--- config.mk ---
export PLATFORM = sky130hd
export DESIGN_NAME = song_reader
export DESIGN_NICKNAME = d
export VERILOG_FILES = /design/src/rtl/song_reader.sv
export SDC_FILE = /design/constraint.sdc
export NUM_CORES = 1
export LEC_CHECK = 0
export CORE_MARGIN = 2
export CORE_UTILIZATION = 30
export CTS_CLUSTER_DIAMETER = 100
export CTS_CLUSTER_SIZE = 12
export DETAILED_ROUTE_END_ITERATION = 12
export PLACE_DENSITY = 0.56
export SYNTH_ARGS = -nofsm -noshare
export SYNTH_HDL_FRONTEND = slang
export SYNTH_SLANG_ARGS = --single-unit
export TNS_END_PERCENT = 30
--- constraint.sdc ---
create_clock -name clk -period 15.5 [get_ports clk]
set_input_delay 3.1 -clock clk [delete_from_list [all_inputs] [get_ports clk]]
set_output_delay 3.1 -clock clk [all_outputs]
set_load 0.02 [all_outputs]
--- src/rtl/song_reader.sv ---
// Song sequencer: walks a 32-entry song ROM, hands each note/duration pair to
// the note player with a one-cycle strobe, and waits for note_done before advancing.

module song_rom (
  input  logic        clk,
  input  logic [6:0]  addr,
  output logic [11:0] data
);
  // Contents are {note[5:0], duration[5:0]}; a zero duration marks end of song.
  function automatic logic [11:0] rom_word(input logic [1:0] s, input logic [4:0] i);
    logic [5:0] n;
    logic [5:0] d;
    n = '0;
    d = '0;
    case (s)
      2'd0: begin
        if (i == 5'd0) begin
          n = 6'd10;
          d = 6'd4;
        end else if (i == 5'd1) begin
          n = 6'd20;
          d = 6'd2;
        end else begin
          n = {1'b0, i} + 6'd30;
          d = 6'(i % 5'd3) + 6'd1;
        end
      end
      2'd1: begin
        if (i < 5'd3) begin
          n = {1'b0, i} + 6'd40;
          d = 6'd3;
        end
      end
      2'd2: begin
        n = (i[2:0] == 3'd4) ? 6'd0 : 6'd63 - {1'b0, i};
        d = {4'b0, i[1:0]} + 6'd1;
      end
      default: begin
        n = '0;
        d = '0;
      end
    endcase
    return {n, d};
  endfunction

  always_ff @(posedge clk) begin
    data <= rom_word(addr[6:5], addr[4:0]);
  end
endmodule

module song_reader #(
  parameter int SONG_LEN = 32
) (
  input  logic       clk,
  input  logic       reset,
  input  logic       play,
  input  logic [1:0] song,
  input  logic       note_done,
  output logic [5:0] note,
  output logic [5:0] duration,
  output logic       new_note,
  output logic       song_done,
  output logic [4:0] note_index
);
  localparam logic [2:0] S_IDLE      = 3'd0;
  localparam logic [2:0] S_FETCH     = 3'd1;
  localparam logic [2:0] S_WAIT_ROM  = 3'd2;
  localparam logic [2:0] S_LOAD      = 3'd3;
  localparam logic [2:0] S_WAIT_DONE = 3'd4;
  localparam logic [2:0] S_PAUSED    = 3'd5;
  localparam logic [2:0] S_DONE      = 3'd6;

  localparam logic [4:0] LAST_INDEX = 5'(SONG_LEN - 1);

  logic [2:0]  state;
  logic [2:0]  state_nxt;
  logic [1:0]  song_q;
  logic [4:0]  index;
  logic [11:0] rom_data;
  logic        song_change;

  song_rom u_rom (
    .clk  (clk),
    .addr ({song_q, index}),
    .data (rom_data)
  );

  // A song switch only matters once a song has been latched and is still running.
  assign song_change = (song != song_q) && (state != S_IDLE) && (state != S_DONE);

  // Handshake to note_player: new_note is a one-cycle strobe with note/duration
  // valid in the same cycle; note_done is a one-cycle reply, only honoured in WAIT_DONE.
  assign new_note   = (state == S_LOAD);
  assign note_index = index;

  always_comb begin
    state_nxt = state;
    case (state)
      S_IDLE: begin
        if (play) state_nxt = S_FETCH;
      end
      S_FETCH: begin
        if (song_change)  state_nxt = S_IDLE;
        else if (!play)   state_nxt = S_PAUSED;
        else              state_nxt = S_WAIT_ROM;
      end
      S_WAIT_ROM: begin
        if (song_change)                state_nxt = S_IDLE;
        else if (!play)                 state_nxt = S_PAUSED;
        else if (rom_data[5:0] == 6'd0) state_nxt = S_DONE;
        else                            state_nxt = S_LOAD;
      end
      S_LOAD: begin
        if (song_change)  state_nxt = S_IDLE;
        else if (!play)   state_nxt = S_PAUSED;
        else              state_nxt = S_WAIT_DONE;
      end
      S_WAIT_DONE: begin
        if (song_change)  state_nxt = S_IDLE;
        else if (!play)   state_nxt = S_PAUSED;
        else if (note_done) begin
          state_nxt = (index == LAST_INDEX) ? S_DONE : S_FETCH;
        end
      end
      S_PAUSED: begin
        // Resume re-fetches the same note since the player cleared itself.
        if (song_change)  state_nxt = S_IDLE;
        else if (play)    state_nxt = S_FETCH;
      end
      S_DONE: begin
        if (!play || (song != song_q)) state_nxt = S_IDLE;
      end
      default: state_nxt = S_IDLE;
    endcase
  end

  always_ff @(posedge clk) begin
    if (reset) begin
      state     <= S_IDLE;
      song_q    <= 2'd0;
      index     <= 5'd0;
      note      <= 6'd0;
      duration  <= 6'd0;
      song_done <= 1'b0;
    end else begin
      state     <= state_nxt;
      song_done <= (state_nxt == S_DONE) && (state != S_DONE);

      if ((state == S_IDLE) && (state_nxt == S_FETCH)) begin
        song_q <= song;
      end

      if (song_change || (state_nxt == S_DONE)) begin
        index <= 5'd0;
      end else if ((state == S_WAIT_DONE) && (state_nxt == S_FETCH)) begin
        index <= index + 5'd1;
      end

      if ((state == S_WAIT_ROM) && (state_nxt == S_LOAD)) begin
        note     <= rom_data[11:6];
        duration <= rom_data[5:0];
      end
    end
  end
endmodule
Word-level counts from Yosys, hierarchy flattened
Cells that the tools add are included.
- div/mod/pow operators: 1
- add/sub/neg operators: 6
- multiplexer cells: 24
- equality and inequality tests: 16
- order comparisons: 1
- reduce and logical (&&, ||, !) cells: 15
- operators with widths (cell ; count):
    3-bit 2-to-1 mux ; 13
    6-bit 2-to-1 mux ; 6
    6-bit case mux with 3 select lines ; 2
    3-bit case mux with 7 select lines ; 1
    3-bit == test (second input constant) ; 5
    3-bit by 2-bit == test with 1-bit output (second input constant) ; 3
    5-bit by 5-bit adder with 6-bit output (second input constant) ; 1
    5-bit by 6-bit adder with 6-bit output (second input constant) ; 1
    6-bit by 1-bit adder with 6-bit output (second input constant) ; 1
    3-bit by 1-bit == test with 1-bit output (second input constant) ; 2
    1-bit logical AND ; 6
    6-bit logical NOT ; 1
    5-bit by 2-bit modulo with 6-bit output (second input constant) ; 1
    6-bit by 5-bit subtractor with 6-bit output (first input constant) ; 1
    5-bit by 1-bit adder with 5-bit output (second input constant) ; 1
    5-bit by 1-bit == test with 1-bit output (second input constant) ; 1
    5-bit == test (second input constant) ; 1
    5-bit logical NOT ; 1
    5-bit by 2-bit < comparator with 1-bit output (second input constant) ; 1
    2-bit by 1-bit adder with 3-bit output (second input constant) ; 1
    3-bit logical NOT ; 1
    3-bit != test (second input constant) ; 1
    3-bit nonzero test ; 1
    2-bit by 1-bit == test with 1-bit output (second input constant) ; 1
    8 further kinds ; 9
- word-level logic and storage cells: 70
- input port bits: 6
- output and inout port bits: 19
- register bits after elaboration: 35

Logic depth before layout (Yosys ltp)
Gate-level depths: netlist of the first run.
- depth in word-level cells: 9
- gate-level depth with buffers: 23
- depth with buffers taken out: 21

Cells and area by module
A second synthesis of the first run with hierarchy kept.
- cell total of the unflattened synthesis: 310
- area, all modules: 2537.4 um^2
- modules (own cells, without submodules) (module ; sequential area each (um^2) ; times used ; cells an instance ; area each (um^2)):
    song_rom ; 240.2 ; 1 ; 167 ; 1322.5
    song_reader ; 460.4 ; 1 ; 143 ; 1214.9

Least setup slack after synthesis of the first run
No wires, ideal clock.
- path type: reg2reg
- from: register index[4], in the netlist note_index[4]
- to: register u_rom.data[2]
- setup time: 0.128 ns
- data required time: 15.372 ns
- arrival: 5.079 ns
- path buffers: 2
- clock period less this slack: 5.207 ns
- path slack: 10.293 ns
- stages on the path, launching flop included: 23
- path through: dfxtp_1 -> inv_1 -> ha_1 -> clkbuf_8 -> and2_1 -> ha_1 -> nor2_1 -> clkbuf_8 -> o21ai_0 -> ha_1 -> or2_2 -> o2bb2ai_1 -> a21oi_1 -> nor2_1 -> xnor2_1 -> ha_1 -> nor2_1 -> o211ai_1 -> mux2_2 -> ha_1 -> or3_1 -> a31oi_1 -> o31ai_1
- cells in the longest elaborated chain, start to end: 5
- elaborated cells between the ends (all ways): 7
- classes of those cells: 1 x add/sub; 1 x div; 1 x eq/ne; 3 x mux; 1 x reduce/logical
- RTL lines (what ; line ; RTL):
    start: declaration ; 78 ; logic [4:0] index;
    start signal: assignment ; 156 ; index <= index + 5'd1;
    5-bit by 2-bit modulo with 6-bit output ; 25 ; d = 6'(i % 5'd3) + 6'd1;
    6-bit by 1-bit adder with 6-bit output ; 25 ;
    6-bit 2-to-1 mux ; 20 ; end else if (i == 5'd1) begin
    6-bit 2-to-1 mux * ; 17 ; if (i == 5'd0) begin
    6-bit case mux with 3 select lines * ; 15 ; case (s)
    end signal: assignment ; 47 ; data <= rom_word(addr[6:5], addr[4:0]);
    end: declaration ; 7 ; output logic [11:0] data
Every way passes the cells marked *; elsewhere a longest branch is shown, timed or not.
A chain may end at the register's enable or synchronous reset.

Worst setup path in the final report of the first run
Same ends and word-level chain as after synthesis.

==> results of run 1 <==
==> per-layer routing <==
layer	global-route usage [%]	part of all wire (%)	vias up
met2	22.5	46	47
met3	2.06	4.2	6
met4	5.19	1.5	0
met1	17.2	48	1010
li1	-	-	1121
met5	0	0	-
==> worst max-delay path, cell delays in order, from the launching register on <==
cell                        delay [ns]
sky130_fd_sc_hd__dfxtp_1          0.52
sky130_fd_sc_hd__inv_1            0.14
sky130_fd_sc_hd__ha_1             0.37
sky130_fd_sc_hd__and2_1           0.24
sky130_fd_sc_hd__ha_1             0.19
sky130_fd_sc_hd__nor2_1           0.60
sky130_fd_sc_hd__o21ai_0          0.30
sky130_fd_sc_hd__ha_1             0.35
sky130_fd_sc_hd__or2_2            0.30
sky130_fd_sc_hd__o2bb2ai_1        0.33
sky130_fd_sc_hd__a21oi_1          0.20
sky130_fd_sc_hd__nor2_1           0.35
sky130_fd_sc_hd__xnor2_1          0.19
sky130_fd_sc_hd__ha_1             0.30
sky130_fd_sc_hd__nor2_1           0.08
sky130_fd_sc_hd__o211ai_1         0.24
sky130_fd_sc_hd__mux2_2           0.39
sky130_fd_sc_hd__ha_1             0.23
sky130_fd_sc_hd__or3_1            0.37
sky130_fd_sc_hd__a31oi_1          0.17
sky130_fd_sc_hd__o31ai_1          0.08
==> cells by family after synthesis <==
family,count (synthesis),synth area share [%]
AOI/OAI and AO/OA,80,22.5
xor gates and xnor gates,9,3.15
adders and majority gates,18,9.00
buffers and inverters,27,6.45
DFF,35,28.0
muxes,20,8.30
and+or+nand+nor,106,22.6
==> through the flow <==
stage | cells | power [uW]
2_1_floorplan | 295 | 107
3_3_place_gp | 411 | 112
3_5_place_dp | 411 | 112
4_1_cts | 419 | 179
5_1_grt | 419 | 184
6_report | 419 | 175
==> area by class of cell <==
class | instances | area share [%]
well taps | 105 | 4.58
flip-flops and latches | 35 | 24.4
clock buffers | 5 | 2.40
multi-input cells | 233 | 57.1
inverters | 11 | 1.44
repair buffers | 27 | 9.16
clock inverters | 3 | 0.872
==> flip-flops by register name (all words and copies together) (netlist names) <==
name and cells:
duration 6, note 6, note_index 5, song_done 1, song_q 2, state 3, u_rom.data 12
==> power groups by stage <==
stage               Sequential [uW]  Clock [uW]  Combinational, uW
floorplan                      95.7           0               11.7
global placement               97.5           0               14.5
detailed placement             97.5           0               14.5
CTS                            95.4        68.6               14.7
global route                   96.0        71.4               16.6
finish                         95.4        65.4               14.6
==> placed cells by master (no fill, tap or decap), types with 3 or more instances in the layout <==
cell type                         Yosys  final
sky130_fd_sc_hd__dfxtp_1             35     35
sky130_fd_sc_hd__a211oi_1             4      4
sky130_fd_sc_hd__and2_1               6      6
sky130_fd_sc_hd__o31ai_1              3      3
sky130_fd_sc_hd__nor2b_1              6      6
sky130_fd_sc_hd__nor2_1              34     34
sky130_fd_sc_hd__nand2_1             20     20
sky130_fd_sc_hd__a21oi_1             13     13
sky130_fd_sc_hd__nand2b_1             5      5
sky130_fd_sc_hd__a31oi_1              4      4
sky130_fd_sc_hd__buf_4                0      3
sky130_fd_sc_hd__nand3_1              4      4
sky130_fd_sc_hd__inv_1               11     11
sky130_fd_sc_hd__o211ai_1             7      7
sky130_fd_sc_hd__clkbuf_8             5      5
sky130_fd_sc_hd__or3_1                4      4
sky130_fd_sc_hd__a22oi_1              3      3
sky130_fd_sc_hd__o21ai_0             15     15
sky130_fd_sc_hd__ha_1                18     18
sky130_fd_sc_hd__o22ai_1              3      3
sky130_fd_sc_hd__nor3_1               7      7
sky130_fd_sc_hd__mux2i_1             17     17
sky130_fd_sc_hd__clkdlybuf4s50_1      0     24
sky130_fd_sc_hd__xnor2_1              7      7
==> final timing paths <==
path                            slack [ns]               endpoint  cells after the start                  startpoint
worst max-delay path                  9.47  u_rom.data[2]$_DFF_P_                     20  note_index[4]$_SDFFE_PP0P_
worst min-delay path                  0.46   note[5]$_SDFFE_PP0P_                      2      u_rom.data[11]$_DFF_P_
worst max register to register        9.47  u_rom.data[2]$_DFF_P_                     20  note_index[4]$_SDFFE_PP0P_
worst min register to register        0.46   note[5]$_SDFFE_PP0P_                      2      u_rom.data[11]$_DFF_P_
==> results, run 1 <==
- The cell sitting at the root of the clock tree is a sky130_fd_sc_hd__clkbuf_8.
- Detailed placement ended at an HPWL of 4250 um.
- The max-slew violation total from the final report is 0.
- The number of nets in the layout is 337.
- The category of the worst setup path launch point is a flop.
- Data on the critical path arrives at its endpoint at 6.20 ns.
- The area added between synthesis and finish is 14.7%.
- The count of nets left with antenna violations once routing finished came out at 0.
- The top cell type by area accounts for 28.0% of the synthesized area.
- The type of the tightest min-delay check is flop to flop.
- The critical path is of the flop to flop type.
- Before CTS, the worst setup slack after placement is 9.54 ns.
- The power share of the sequential group is 54.4%.
- The residual overflow from global routing is 0.
- The power dissipated by switching net loads is 43.8 uW.
- Setup repair after global routing left no endpoint under its margin.
- The achievable clock frequency is 0.166 GHz.
- The number of placement rows is 33.
- Counting flops with a built-in enable in the synthesized netlist gives 0.
- In this run switching power makes up 25.0% of total power.
- The multi-input combinational cells in the finished layout cover a total of 0.00164 mm2.
- The number of input and output port buffers inserted is 24.
- At the end of routability-driven placement, the weighted congestion stood at 0.817.
- The floorplan step defined a die boundary enclosing 0.00908 mm2.
- The relative contribution of combinational cells to total power is 8.3%.
- The pre-antenna-repair detailed-routing pass consisted of 4 iterations.
- The post-synthesis cell area is 0.00250 mm2.
- The flow ran to the end, and the final reports show no timing, DRC or antenna violations.
- The worst supply voltage drop on vdd is 0.0297 mV.
- The overall via count from detail_route is 2184.
- The final routed DRC violation total is 0.
- For this run, the number of Yosys warnings is 0.
- The setup violation total in the final timing report is 0.
- For this run, the leading register cell type out of synthesis is sky130_fd_sc_hd__dfxtp_1.
- After floorplanning, the core was sized to cover 0.00813 mm2.
- The initial antenna violation count came to 0.
- The count of clock tree sinks is 35.
- By count the netlist is led by sky130_fd_sc_hd__dfxtp_1 (35), sky130_fd_sc_hd__nor2_1 (34), sky130_fd_sc_hd__nand2_1 (20).
- The first global-routing pass estimated 9760 um of wire.
- The final count of hold timing violations came to 0.
- The initial DRC count is 118.
- The headroom to the max-slew limit is 34.9%.
- The overall fraction of global-route tracks in use is 13.4%.
- The total inserted antenna cells is 0.
- During I/O placement, the number of pins put on the boundary was 25.
- The proportion of power drawn by the clock network is 37.3%.
- The sequential cell area is 701 um2.
- The most numerous cell in the Yosys netlist is sky130_fd_sc_hd__dfxtp_1.
- The flip-flop and latch count after synthesis is 35.
- In this run, distinct cell masters in the synthesized netlist total 64.
- The minimum clock period is 6.03 ns.
- The die boundary width is 95.3 um.
- Summed over all instances, the cell type with the most area after synthesis is sky130_fd_sc_hd__dfxtp_1.
- In this run the deepest clock path goes through 2 buffers.
- The initial core utilization is 30.7%.
- The H-tree was split into 2 levels.
- Of all flip-flops after synthesis, the portion carrying an async set or reset was 0%.
- The clock-pin slew on the worst setup and hold paths is 0.07 ns.
- The cts-stage hold buffer count is 0.
- The number of global-route vias before repair came to 2066.
- The worst path uses 38.9% of the clock period.
- The number of standard cells after synthesis is 295.
- In this run the post-CTS setup repair buffer count came out at 0.
- The cell-internal power is 132 uW.
- The max-cap violation count is 0.
- In the final timing run, aggregate negative setup slack is 0 ns.
- In this run, CTS created clock tree buffers numbering 5.
- The power density over the cells is 61.2 mW/mm2.
- The utilization after layout is 35.3%.
- The die outline height is 95.3 um.
- The placed instances occupy a cell area of 0.00278 mm2.
- A synthesized cell averages 8.48 um2.
- Ranked by total cell area, the synthesized netlist is headed by sky130_fd_sc_hd__dfxtp_1 (28%), sky130_fd_sc_hd__ha_1 (9.0%), sky130_fd_sc_hd__mux2i_1 (6.8%).
- The per-cell routed wire length is 13.9 um.
- The total length of routed wires is 5830 um.
- Synthesis produced a netlist with a net count of 319.
- The fraction of final layout cells sized beyond drive strength 1 is 8.60%.
- The clock tree from TritonCTS is yes.
- The critical path required time is 15.67 ns.
- Once layout is done, the placed cells without fillers occupy 0.00287 mm2.
- The worst setup path is captured at a flop.
- After clock tree synthesis, the repair step resized 0 gates.
- The layout has 865 filler cells.
- The fraction of the yosys area taken by sequential cells is 28.0%.
- The transition time of the tightest slew-check pin is 0.965 ns.
- Hold timing on the final database bottoms out at a slack of 0.463 ns.
- The maximum number of pins on one net before global-route repair is 19.
- Across the routed clock network, the largest skew measured is 0.00388 ns.
- Using the TritonRoute via totals, the vias-per-cell ratio works out to 5.21.
- The top fanout value on the critical path is 15.
- The static leakage power is 0.00115 uW.
- The smallest setup slack after layout is 9.47 ns.
- Clock latency on the worst-skew pair, taken at its later pin, is 0.28 ns.
No activity file was read; power rests on OpenSTA's default activity.
==> inputs of run 2 (changes only) <==
clock period = 6.33 ns   (was 15.5 ns; I/O delays follow)
==> results, run 2 (same netlist as run 1, synthesis figures left out) <==
- Row generation in the floorplan step produced 33 rows.
- The residual overflow from global routing is 0.
- The core outline area is 0.00813 mm2.
- The clock tree skew after final layout is 0.00857 ns.
- The maximum number of buffers from clock root to sink is 2.
- Post-CTS timing repair inserted 0 buffers for setup.
- Once placement finished, the instance area stood at 0.00278 mm2.
- The worst supply voltage drop on vdd is 0.0832 mV.
- 25 I/O pins were placed.
- The flow ran to the end, and the final reports show no timing, DRC or antenna violations.
- The minimum clock period is 5.57 ns.
- The data arrival time of the critical path is 5.72 ns.
- Ranked by flip-flop count, first place goes to u_rom.data.
- The largest registers in the layout are u_rom.data (12), duration (6), note (6).
- The most frequent cell on the critical path is sky130_fd_sc_hd__ha_1.
- The cts-stage hold buffer count is 0.
- In the layout the commonest cells are sky130_fd_sc_hd__dfxtp_1 (35), sky130_fd_sc_hd__nor2_1 (34), sky130_fd_sc_hd__clkdlybuf4s50_1 (24).
- The achievable clock frequency is 0.180 GHz.
- Leaving out fill and tap cells, the most frequent cell in the layout is sky130_fd_sc_hd__dfxtp_1.
- The number of flip-flops under the largest register name is 12.
- Clock-pin slew was measured on the worst setup and hold paths at 0.07 ns.
- The first global-routing pass estimated 10000 um of wire.
- The final critical-path share of the clock period is 87.9%.
- After detailed routing, the average wire length per cell comes to 14.2 um.
- The initial antenna violation count came to 0.
- The setup path with the least slack is of type flop to flop.
- The max-cap violation count is 0.
- The cell with the biggest individual delay on the critical path is sky130_fd_sc_hd__dfxtp_1.
- The number of detailed-routing iterations run before antenna repair is 4.
- The final routed DRC violation total is 0.
- The root cell of the clock tree is sky130_fd_sc_hd__clkbuf_8.
- The filler cells instantiated in the layout total 843.
- The via density per instance is 5.24.
- The clock latency on the worst-skew pair is 0.28 ns.
- In the final design database the tool counted 338 nets.
- The sequential cells in the finished layout cover a total of 701 um2.
- The critical path required time is 6.49 ns.
- For this design the ratio of total power to cell area is 160 mW/mm2.
- In this run, the number of DRC markers left after iteration 0 of detailed routing was 100.
- The category of the worst setup path capture point is a flop.
- The area of the die is 0.00908 mm2.
- The multi-input combinational cells in the finished layout cover a total of 0.00164 mm2.
- 0 antenna diodes ended up in the layout.
- In this run the worst path has a maximum fanout of 15.
- For the final routed database, the setup TNS stands at 0 ns.
- After clock tree synthesis, the repair step resized 0 gates.
- The type of the tightest min-delay check is flop to flop.
- The maximum number of pins on one net before global-route repair is 19.
- The overall via count from detail_route is 2197.
- The number of nets with antenna violations after routing is 0.
- The largest single stage delay on the critical path is 0.51 ns.
- The number of global-route vias before repair is 2063.
- The number of buffers inserted during clock tree synthesis is 5.
- The maximum level of the CTS H-tree is 2.
- In this run the tightest slew margin relative to its limit is 31.7%.
- The static leakage power is 0.00117 uW.
- TritonCTS built the clock tree.
- The critical path goes through inv_1 -> ha_1 -> and2_1 -> ha_1 -> nor2_1 -> buf_4 -> o21ai_0 -> ha_1 -> or2_2 -> o2bb2ai_1 -> a21oi_1 -> nor2_1 -> xnor2_1 -> ha_1 -> nor2_1 -> o211ai_1 -> mux2_2 -> ha_1 -> or3_1 -> a31oi_1 -> o31ai_1.
- Routability-driven placement finished with a final weighted congestion of 0.888.
- During placement, the flow inserted port buffers numbering 24.
- The overall fraction of global-route tracks in use is 13.8%.
- The area added between synthesis and finish is 15.4%.
- The initial core utilization is 30.7%.
- The transition time of the tightest slew-check pin is 1.01 ns.
- The final count of hold timing violations is 0.
- Wires add up to 5930 um.
- The total half-perimeter wirelength after legalization and detailed placement is 4360 um.
- The max-slew violation total from the final report came to 0.
- The fraction of final layout cells sized beyond drive strength 1 is 8.28%.
- The die boundary width is 95.3 um.
- With fillers left out, the area of the finished cells amounts to 0.00289 mm2.
- From bottom edge to top edge, the die measures 95.3 um.
- The category of the worst setup path launch point is a flop.
- Setup repair after global routing left no endpoint under its margin.
- Counting every sink on the clock net gives 35.
- The setup violation total in the final timing report is 0.
[run 2: cell types whose count changed in the layout (fill, tap and decap cells not counted)]
cell,before,now
sky130_fd_sc_hd__clkinv_4,2,0
sky130_fd_sc_hd__buf_4,3,4
sky130_fd_sc_hd__bufinv_16,0,1
sky130_fd_sc_hd__clkbuf_1,0,1
sky130_fd_sc_hd__clkinvlp_4,1,0
[run 2: final timing paths]
check	start	to	slack (ns)	depth (start not counted)
worst max-delay path	note_index[4]$_SDFFE_PP0P_	u_rom.data[2]$_DFF_P_	0.76	21
worst min-delay path	u_rom.data[8]$_DFF_P_	note[2]$_SDFFE_PP0P_	0.47	2
worst max register to register	note_index[4]$_SDFFE_PP0P_	u_rom.data[2]$_DFF_P_	0.76	21
worst min register to register	u_rom.data[8]$_DFF_P_	note[2]$_SDFFE_PP0P_	0.47	2
[run 2: final cells by class]
| class | instances | area share (%) |
|---|---|---|
| Timing Repair Buffer | 28 | 9.37 |
| Sequential cell | 35 | 24.3 |
| Clock inverter | 1 | 1.04 |
| Inverter | 11 | 1.43 |
| Clock buffer | 6 | 2.52 |
| Multi-Input combinational cell | 233 | 56.8 |
| Tap cell | 105 | 4.55 |
[run 2: per-stage QoR]
stage / total power, uW / hold slack (ns) / utilization [%] / setup WS, ns / instances
5_1_grt: 481 / 0.510 / 35.5 / 0.366 / 419
3_5_place_dp: 275 / 0.457 / 34.2 / 0.798 / 412
4_1_cts: 467 / 0.474 / 35.5 / 0.789 / 419
3_3_place_gp: 275 / 0.451 / 34.2 / 0.993 / 412
6_report: 460 / 0.469 / 35.5 / 0.764 / 419
2_1_floorplan: 263 / 0.437 / - / 1.12 / 295
[run 2: routing by layer]
metal | GRT usage [%] | wire length (um) | vias to the layer above
met1 | 18.7 | 2910 | 1040
li1 | - | - | 1110
met5 | 0 | 0 | -
met3 | 2.92 | 235 | 6
met4 | 3.99 | 63 | 0
met2 | 21.9 | 2720 | 41
[run 2: power breakdown]
group / leakage, uW / switching [uW] / internal, uW
Combinational: 0.000830 / 19.1 / 16.8
Clock: 0.0000513 / 75.0 / 115
Sequential: 0.000284 / 6.78 / 227
Total: 0.00117 / 101 / 359
[run 2: worst max-delay path, delay by kind of cell (launching register included)]
kind                     cells  cell delay [ns]
XOR/XNOR                     1             0.19
multiplexers                 1             0.40
AO/OA/AOI/OAI                6             1.20
adder cells (fa/ha/maj)      5             1.41
flip-flops                   1             0.51
AND/OR/NAND/NOR              6             1.43
buffers and inverters        2             0.31
